**src/rtl/keypad_scan_ctrl.sv**
```systemverilog
// 4x4 keypad scanner: column strobe, row synchroniser, full-scan debounce, valid/ready event output.
// Optional: define KEYPAD_FIFO_EN for a 4-entry event FIFO instead of a single holding register.
module keypad_scan_ctrl #(
    parameter int unsigned SCAN_DIV       = 1000,
    parameter int unsigned DEBOUNCE_SCANS = 4
) (
    input  logic       clk,
    input  logic       reset,
    input  logic       enable,
    input  logic [3:0] filas,
    output logic [3:0] columnas,
    output logic [3:0] key_code,
    output logic       key_valid,
    input  logic       key_ready,
    output logic       key_error,
    output logic       overflow
);

    localparam int unsigned DW = (SCAN_DIV > 1) ? $clog2(SCAN_DIV) : 1;
    localparam int unsigned CW = $clog2(DEBOUNCE_SCANS + 1);
    localparam logic [DW-1:0] DWELL_LAST = DW'(SCAN_DIV - 1);
    localparam logic [CW-1:0] CNT_LAST   = CW'(DEBOUNCE_SCANS - 1);

    typedef enum logic [1:0] {IDLE, SCAN, DEBOUNCE, WAIT_RELEASE} state_t;

    state_t        state, state_n;
    logic [3:0]    sync1, sync2;
    logic [DW-1:0] dwell, dwell_n;
    logic [1:0]    col_idx, col_idx_n;
    logic [3:0]    columnas_n;
    logic [11:0]   row_map, row_map_n;
    logic [3:0]    cand, cand_n;
    logic [CW-1:0] cnt, cnt_n;
    logic          error_n;
    logic          push;
    logic          pop;

    logic [15:0]   full_map;
    logic [4:0]    ones;
    logic [3:0]    hit_idx;
    logic [3:0]    hit_code;
    logic          scan_end, scan_empty, scan_single;

    // Whole-scan classification; map bit index is col*4+row.
    always_comb begin
        full_map = {sync2, row_map};
        ones     = '0;
        hit_idx  = '0;
        for (int i = 0; i < 16; i++) begin
            if (full_map[i]) begin
                ones    = ones + 5'd1;
                hit_idx = 4'(i);
            end
        end
        hit_code    = {hit_idx[1:0], hit_idx[3:2]};
        scan_empty  = (ones == 5'd0);
        scan_single = (ones == 5'd1);
        scan_end    = (state != IDLE) && (dwell == DWELL_LAST) && (col_idx == 2'd3);
    end

    always_ff @(posedge clk or posedge reset) begin
        if (reset) begin
            sync1    <= '0;
            sync2    <= '0;
            state    <= IDLE;
            dwell    <= '0;
            col_idx  <= '0;
            columnas <= '0;
            row_map  <= '0;
            cand     <= '0;
            cnt      <= '0;
            key_error <= 1'b0;
        end else begin
            sync1    <= filas;
            sync2    <= sync1;
            state    <= state_n;
            dwell    <= dwell_n;
            col_idx  <= col_idx_n;
            columnas <= columnas_n;
            row_map  <= row_map_n;
            cand     <= cand_n;
            cnt      <= cnt_n;
            key_error <= error_n;
        end
    end

    always_comb begin
        state_n    = state;
        dwell_n    = dwell;
        col_idx_n  = col_idx;
        columnas_n = columnas;
        row_map_n  = row_map;
        cand_n     = cand;
        cnt_n      = cnt;
        error_n    = 1'b0;
        push       = 1'b0;

        if (!enable) begin
            state_n    = IDLE;
            dwell_n    = '0;
            col_idx_n  = '0;
            columnas_n = '0;
            row_map_n  = '0;
            cand_n     = '0;
            cnt_n      = '0;
        end else if (state == IDLE) begin
            state_n    = SCAN;
            dwell_n    = '0;
            col_idx_n  = '0;
            columnas_n = 4'b0001;
        end else begin
            // Column dwell and rotation; rows are captured on the last dwell cycle.
            if (dwell == DWELL_LAST) begin
                dwell_n    = '0;
                col_idx_n  = 2'(col_idx + 2'd1);
                columnas_n = {columnas[2:0], columnas[3]};
                case (col_idx)
                    2'd0:    row_map_n[3:0]  = sync2;
                    2'd1:    row_map_n[7:4]  = sync2;
                    2'd2:    row_map_n[11:8] = sync2;
                    default: ;
                endcase
            end else begin
                dwell_n = DW'(dwell + DW'(1));
            end

            if (scan_end) begin
                case (state)
                    SCAN: begin
                        if (scan_single) begin
                            cand_n  = hit_code;
                            cnt_n   = CW'(1);
                            state_n = DEBOUNCE;
                        end else if (!scan_empty) begin
                            error_n = 1'b1;
                            cnt_n   = '0;
                        end
                    end
                    DEBOUNCE: begin
                        if (scan_single) begin
                            if (hit_code == cand) begin
                                if (cnt == CNT_LAST) begin
                                    push    = 1'b1;
                                    cnt_n   = '0;
                                    state_n = WAIT_RELEASE;
                                end else begin
                                    cnt_n = CW'(cnt + CW'(1));
                                end
                            end else begin
                                cand_n = hit_code;
                                cnt_n  = CW'(1);
                            end
                        end else if (scan_empty) begin
                            cnt_n   = '0;
                            state_n = SCAN;
                        end else begin
                            error_n = 1'b1;
                            cnt_n   = '0;
                            state_n = SCAN;
                        end
                    end
                    WAIT_RELEASE: begin
                        if (!scan_empty) begin
                            cnt_n = '0;
                        end else if (cnt == CNT_LAST) begin
                            cnt_n   = '0;
                            state_n = SCAN;
                        end else begin
                            cnt_n = CW'(cnt + CW'(1));
                        end
                    end
                    default: ;
                endcase
            end
        end
    end

    assign pop = key_valid && key_ready;

`ifdef KEYPAD_FIFO_EN
    logic [3:0] fifo_mem [4];
    logic [1:0] rd_ptr, wr_ptr;
    logic [2:0] fill, fill_n;
    logic       accept;

    always_comb begin
        accept = push && ((fill != 3'd4) || pop);
        fill_n = 3'(fill + {2'b00, accept} - {2'b00, pop});
    end

    // key_code is kept as a registered copy of the head entry.
    always_ff @(posedge clk or posedge reset) begin
        if (reset) begin
            for (int i = 0; i < 4; i++) fifo_mem[i] <= '0;
            rd_ptr    <= '0;
            wr_ptr    <= '0;
            fill      <= '0;
            key_code  <= '0;
            key_valid <= 1'b0;
            overflow  <= 1'b0;
        end else begin
            if (accept) begin
                fifo_mem[wr_ptr] <= cand;
                wr_ptr           <= 2'(wr_ptr + 2'd1);
            end
            if (pop) rd_ptr <= 2'(rd_ptr + 2'd1);
            fill      <= fill_n;
            key_valid <= (fill_n != 3'd0);
            overflow  <= push && !accept;
            if (accept && (pop ? (fill == 3'd1) : (fill == 3'd0))) begin
                key_code <= cand;
            end else if (pop && (fill_n != 3'd0)) begin
                key_code <= fifo_mem[2'(rd_ptr + 2'd1)];
            end
        end
    end
`else
    // Single holding register; a push only lands when the slot is free or being drained.
    always_ff @(posedge clk or posedge reset) begin
        if (reset) begin
            key_code  <= '0;
            key_valid <= 1'b0;
            overflow  <= 1'b0;
        end else begin
            overflow <= 1'b0;
            if (push) begin
                if (!key_valid || pop) begin
                    key_code  <= cand;
                    key_valid <= 1'b1;
                end else begin
                    overflow <= 1'b1;
                end
            end else if (pop) begin
                key_valid <= 1'b0;
            end
        end
    end
`endif

endmodule
```
**config.mk**
```make
export PLATFORM = sky130hd
export DESIGN_NAME = keypad_scan_ctrl
export DESIGN_NICKNAME = d
export VERILOG_FILES = /design/src/rtl/keypad_scan_ctrl.sv
export SDC_FILE = /design/constraint.sdc
export NUM_CORES = 1
export LEC_CHECK = 0
export ABC_CLOCK_PERIOD_IN_PS = 12500
export BUFFER_PORTS_ARGS = -buffer_cell sky130_fd_sc_hd__buf_2
export CAP_MARGIN = 25
export CORE_MARGIN = 3
export CORE_UTILIZATION = 29
export CTS_BUF_LIST = sky130_fd_sc_hd__clkbuf_8
export DETAILED_ROUTE_END_ITERATION = 8
export REMOVE_ABC_BUFFERS = 1
export SYNTH_ARGS = -nofsm -noshare
export SYNTH_HDL_FRONTEND = slang
export SYNTH_SLANG_ARGS = --single-unit
```
**constraint.sdc**
```tcl
create_clock -name clk -period 12.5 [get_ports clk]
set_input_delay 0.625 -clock clk [delete_from_list [all_inputs] [get_ports clk]]
set_output_delay 0.625 -clock clk [all_outputs]
set_load 0.01 [all_outputs]
```
==> run metrics <==
status=finished, final reports clean; CTS resizes=0; CP required=12,700 ps; root buffer cell=clkbuf_8; most frequent cell after synthesis=nand2_1; Setup TNS=0 ps; most frequent CP cell=ha_1; Final Hold Viols=0; Setup CP Type=reg2reg; Max Cap Violations=0; worst r2r dst=state[0]; DRT Pass-1 Iters=6; sequential-to-total area share from yosys stat=29.9%; worst ir drop on vdd=0.0552 mV; most area-hungry cell type in the Yosys netlist=dfrtp_1; WP buf/inv=5; TritonCTS Buffers=5; Mapped Avg Cell Area=8.93 um^2; Worst-Margin Slew=686 ps; Min Clock Period, post-route=11,110 ps; DIE WIDTH=128 um; EDFF count, synth=0; Max Freq=90.0 MHz; GRT Util Overall=10.9%; post-synth top area share=between 20% and 30%; Core Area=14,600 um^2; ys async rst share=100%; Post-Route WL=between 8000 and 9000 um; largest net degree at the start of global routing=43; Yosys reg bits=52; Clock Latency Late Sink=310 ps; R2R depth=between 40 and 50; Hold Path Class=in2async; antenna-violating nets left=0; power per cell area=80.6 nW/um^2; antenna violations before repair=0; ant diodes=0; vias in the first global route=3,360; area delta synth->final=7.36%; chip height=128 um; share of post-route cells with drive strength above 1=14.3%; worst slack, placed=1470 ps; WP data arrival=between 10,000 and 15,000 ps; first-pass GRT wire length=between 15,000 and 20,000 um; worst clock skew=about 11 ps; commonest cells in the netlist=63 x nand2_1, 52 x dfrtp_1, 48 x nor2_1, 34 x a21oi_1, 30 x nand3_1; Worst path top cell family by delay=adder cells; Post CTS Setup Buffer Count=0; Synth Warn #=0; RSZ-0062 raised after global routing=false; via count=3,460; synth unique cells=72; Routability Congestion=0.872; IO Pins=19; CP endpoint kind=register; Routed wire per std cell=13.2 um; Tcrit/Tclk final=88.9%; cell area after synthesis=4350 um^2; Slew Limit Headroom=54.2%; Post-DP HPWL=6790 um; PortBufs=18; CTS tree=built; CTS clk-pin slew, worst paths=100 ps; clock sink count=52; CP startpoint kind=register; crit path max fanout=6; flop-to-flop setup slack=1390 ps; die area=roughly 17,000 um^2; leakage=approximately 1.9 nW; clk buf depth=2; H-tree depth=2; final setup violation count=0; number of remaining DRC errors=0; worst stage delay on the critical path=500 ps; Rows=44; Max Slew Vio Count=0; Syn Inst Count=487; Slowest-stage cell, CP=mux2i_1; Vias/cell=5.10; ys flop type=dfrtp_1; Critical R2R Launch=row_map[1]; Layout Nets=529; drt initial violations=290; total gr overflow=0; largest cells by area after synthesis=dfrtp_1 30%, ha_1 7.8%, xnor2_1 5.6%; CTS Hold Bufs=0; Starting Density=29.8%; final worst slack=around 1400 ps
==> per-layer routing <==
layer / vias up / part of all wire [%] / global-route usage [%]
met5: - / 0 / 0
met4: 0 / 1.2 / 2.81
met3: 12 / 2.9 / 1.58
met2: 67 / 48 / 18.0
met1: 1670 / 48 / 15.0
li1: 1711 / - / -
==> final cells by class <==
class	instances	area, um^2
Timing Repair Buffer	20	118
Clock buffer	5	68.8
Multi-Input combinational cell	393	2820
Clock inverter	3	46.3
Inverter	22	82.6
Sequential cell	52	1300
Fill cell	1468	9920
Tap cell	184	230
==> worst max path at each step <==
stage | start | end | slack, ps | cells after the start
floorplan | row_map[1] | cand[0] | 2470 | 47
global placement | row_map[0] | state[0] | 1810 | 47
detailed placement | row_map[1] | cand[0] | 1470 | 47
CTS | row_map[1] | cand[0] | 1410 | 47
global route | row_map[1] | state[0] | 490 | 47
finish | row_map[1] | state[0] | 1390 | 47
==> stage by stage <==
step                hold slack [ps]  util, %  instances  instance area [um^2]  power, mW
global route                    219     32.0        679                  4670      0.398
global placement                333     31.0        669                  4530      0.255
CTS                             226     32.0        678                  4660      0.379
finish                          220     32.0        679                  4670      0.376
floorplan                       331        -        467                  4200      0.237
detailed placement              335     31.2        670                  4550      0.258
==> cells in the final DEF (no fill, tap or decap), types with 4 or more instances in the layout <==
cell type and instances:
inv_1 21, a21oi_1 34, xor2_1 15, nor2_1 48
nand2_1 63, mux2i_1 12, xnor2_2 6, clkbuf_8 5
a31oi_1 8, xnor2_4 4, a211oi_1 4, dfrtp_1 52
mux2_2 7, xor2_2 4, xnor2_1 28, nand4_1 7
ha_1 27, nor3_1 10, o21ai_0 13, buf_2 18
nand3_1 30
==> state kept, by name, indices dropped and copies added (netlist names) <==
name,count
row_map,12
dwell,10
cand,4
columnas,4
key_code,4
sync1,4
sync2,4
cnt,3
col_idx,2
state,2
key_error,1
key_valid,1
overflow,1
==> worst reg2reg max path: cells and delay by family (launching register included) <==
family | cells | cell delay, ps
compound gates | 12 | 2580
mux | 5 | 1530
flops | 1 | 400
fa+ha+maj | 14 | 4360
xor+xnor | 1 | 330
buf+inv | 5 | 350
simple gates | 10 | 1440
==> kinds of logic (layout without fill, tap and decap cells) <==
logic type | count (synthesis) | after routing | share of synthesized area, %
simple gates | 198 | 198 | 22.2
compound gates | 88 | 88 | 13.5
xor+xnor | 59 | 59 | 16.0
flops | 52 | 52 | 29.9
buf+inv | 42 | 50 | 5.32
fa+ha+maj | 27 | 27 | 7.77
mux | 21 | 21 | 5.26
==> power by group <==
part	leakage, nW	internal [mW]	switching [mW]
clock	0.0548	0.0604	0.0602
sequential	0.704	0.174	0.00881
combinational	1.18	0.0259	0.0466
Power figures use the tool's default switching activity.
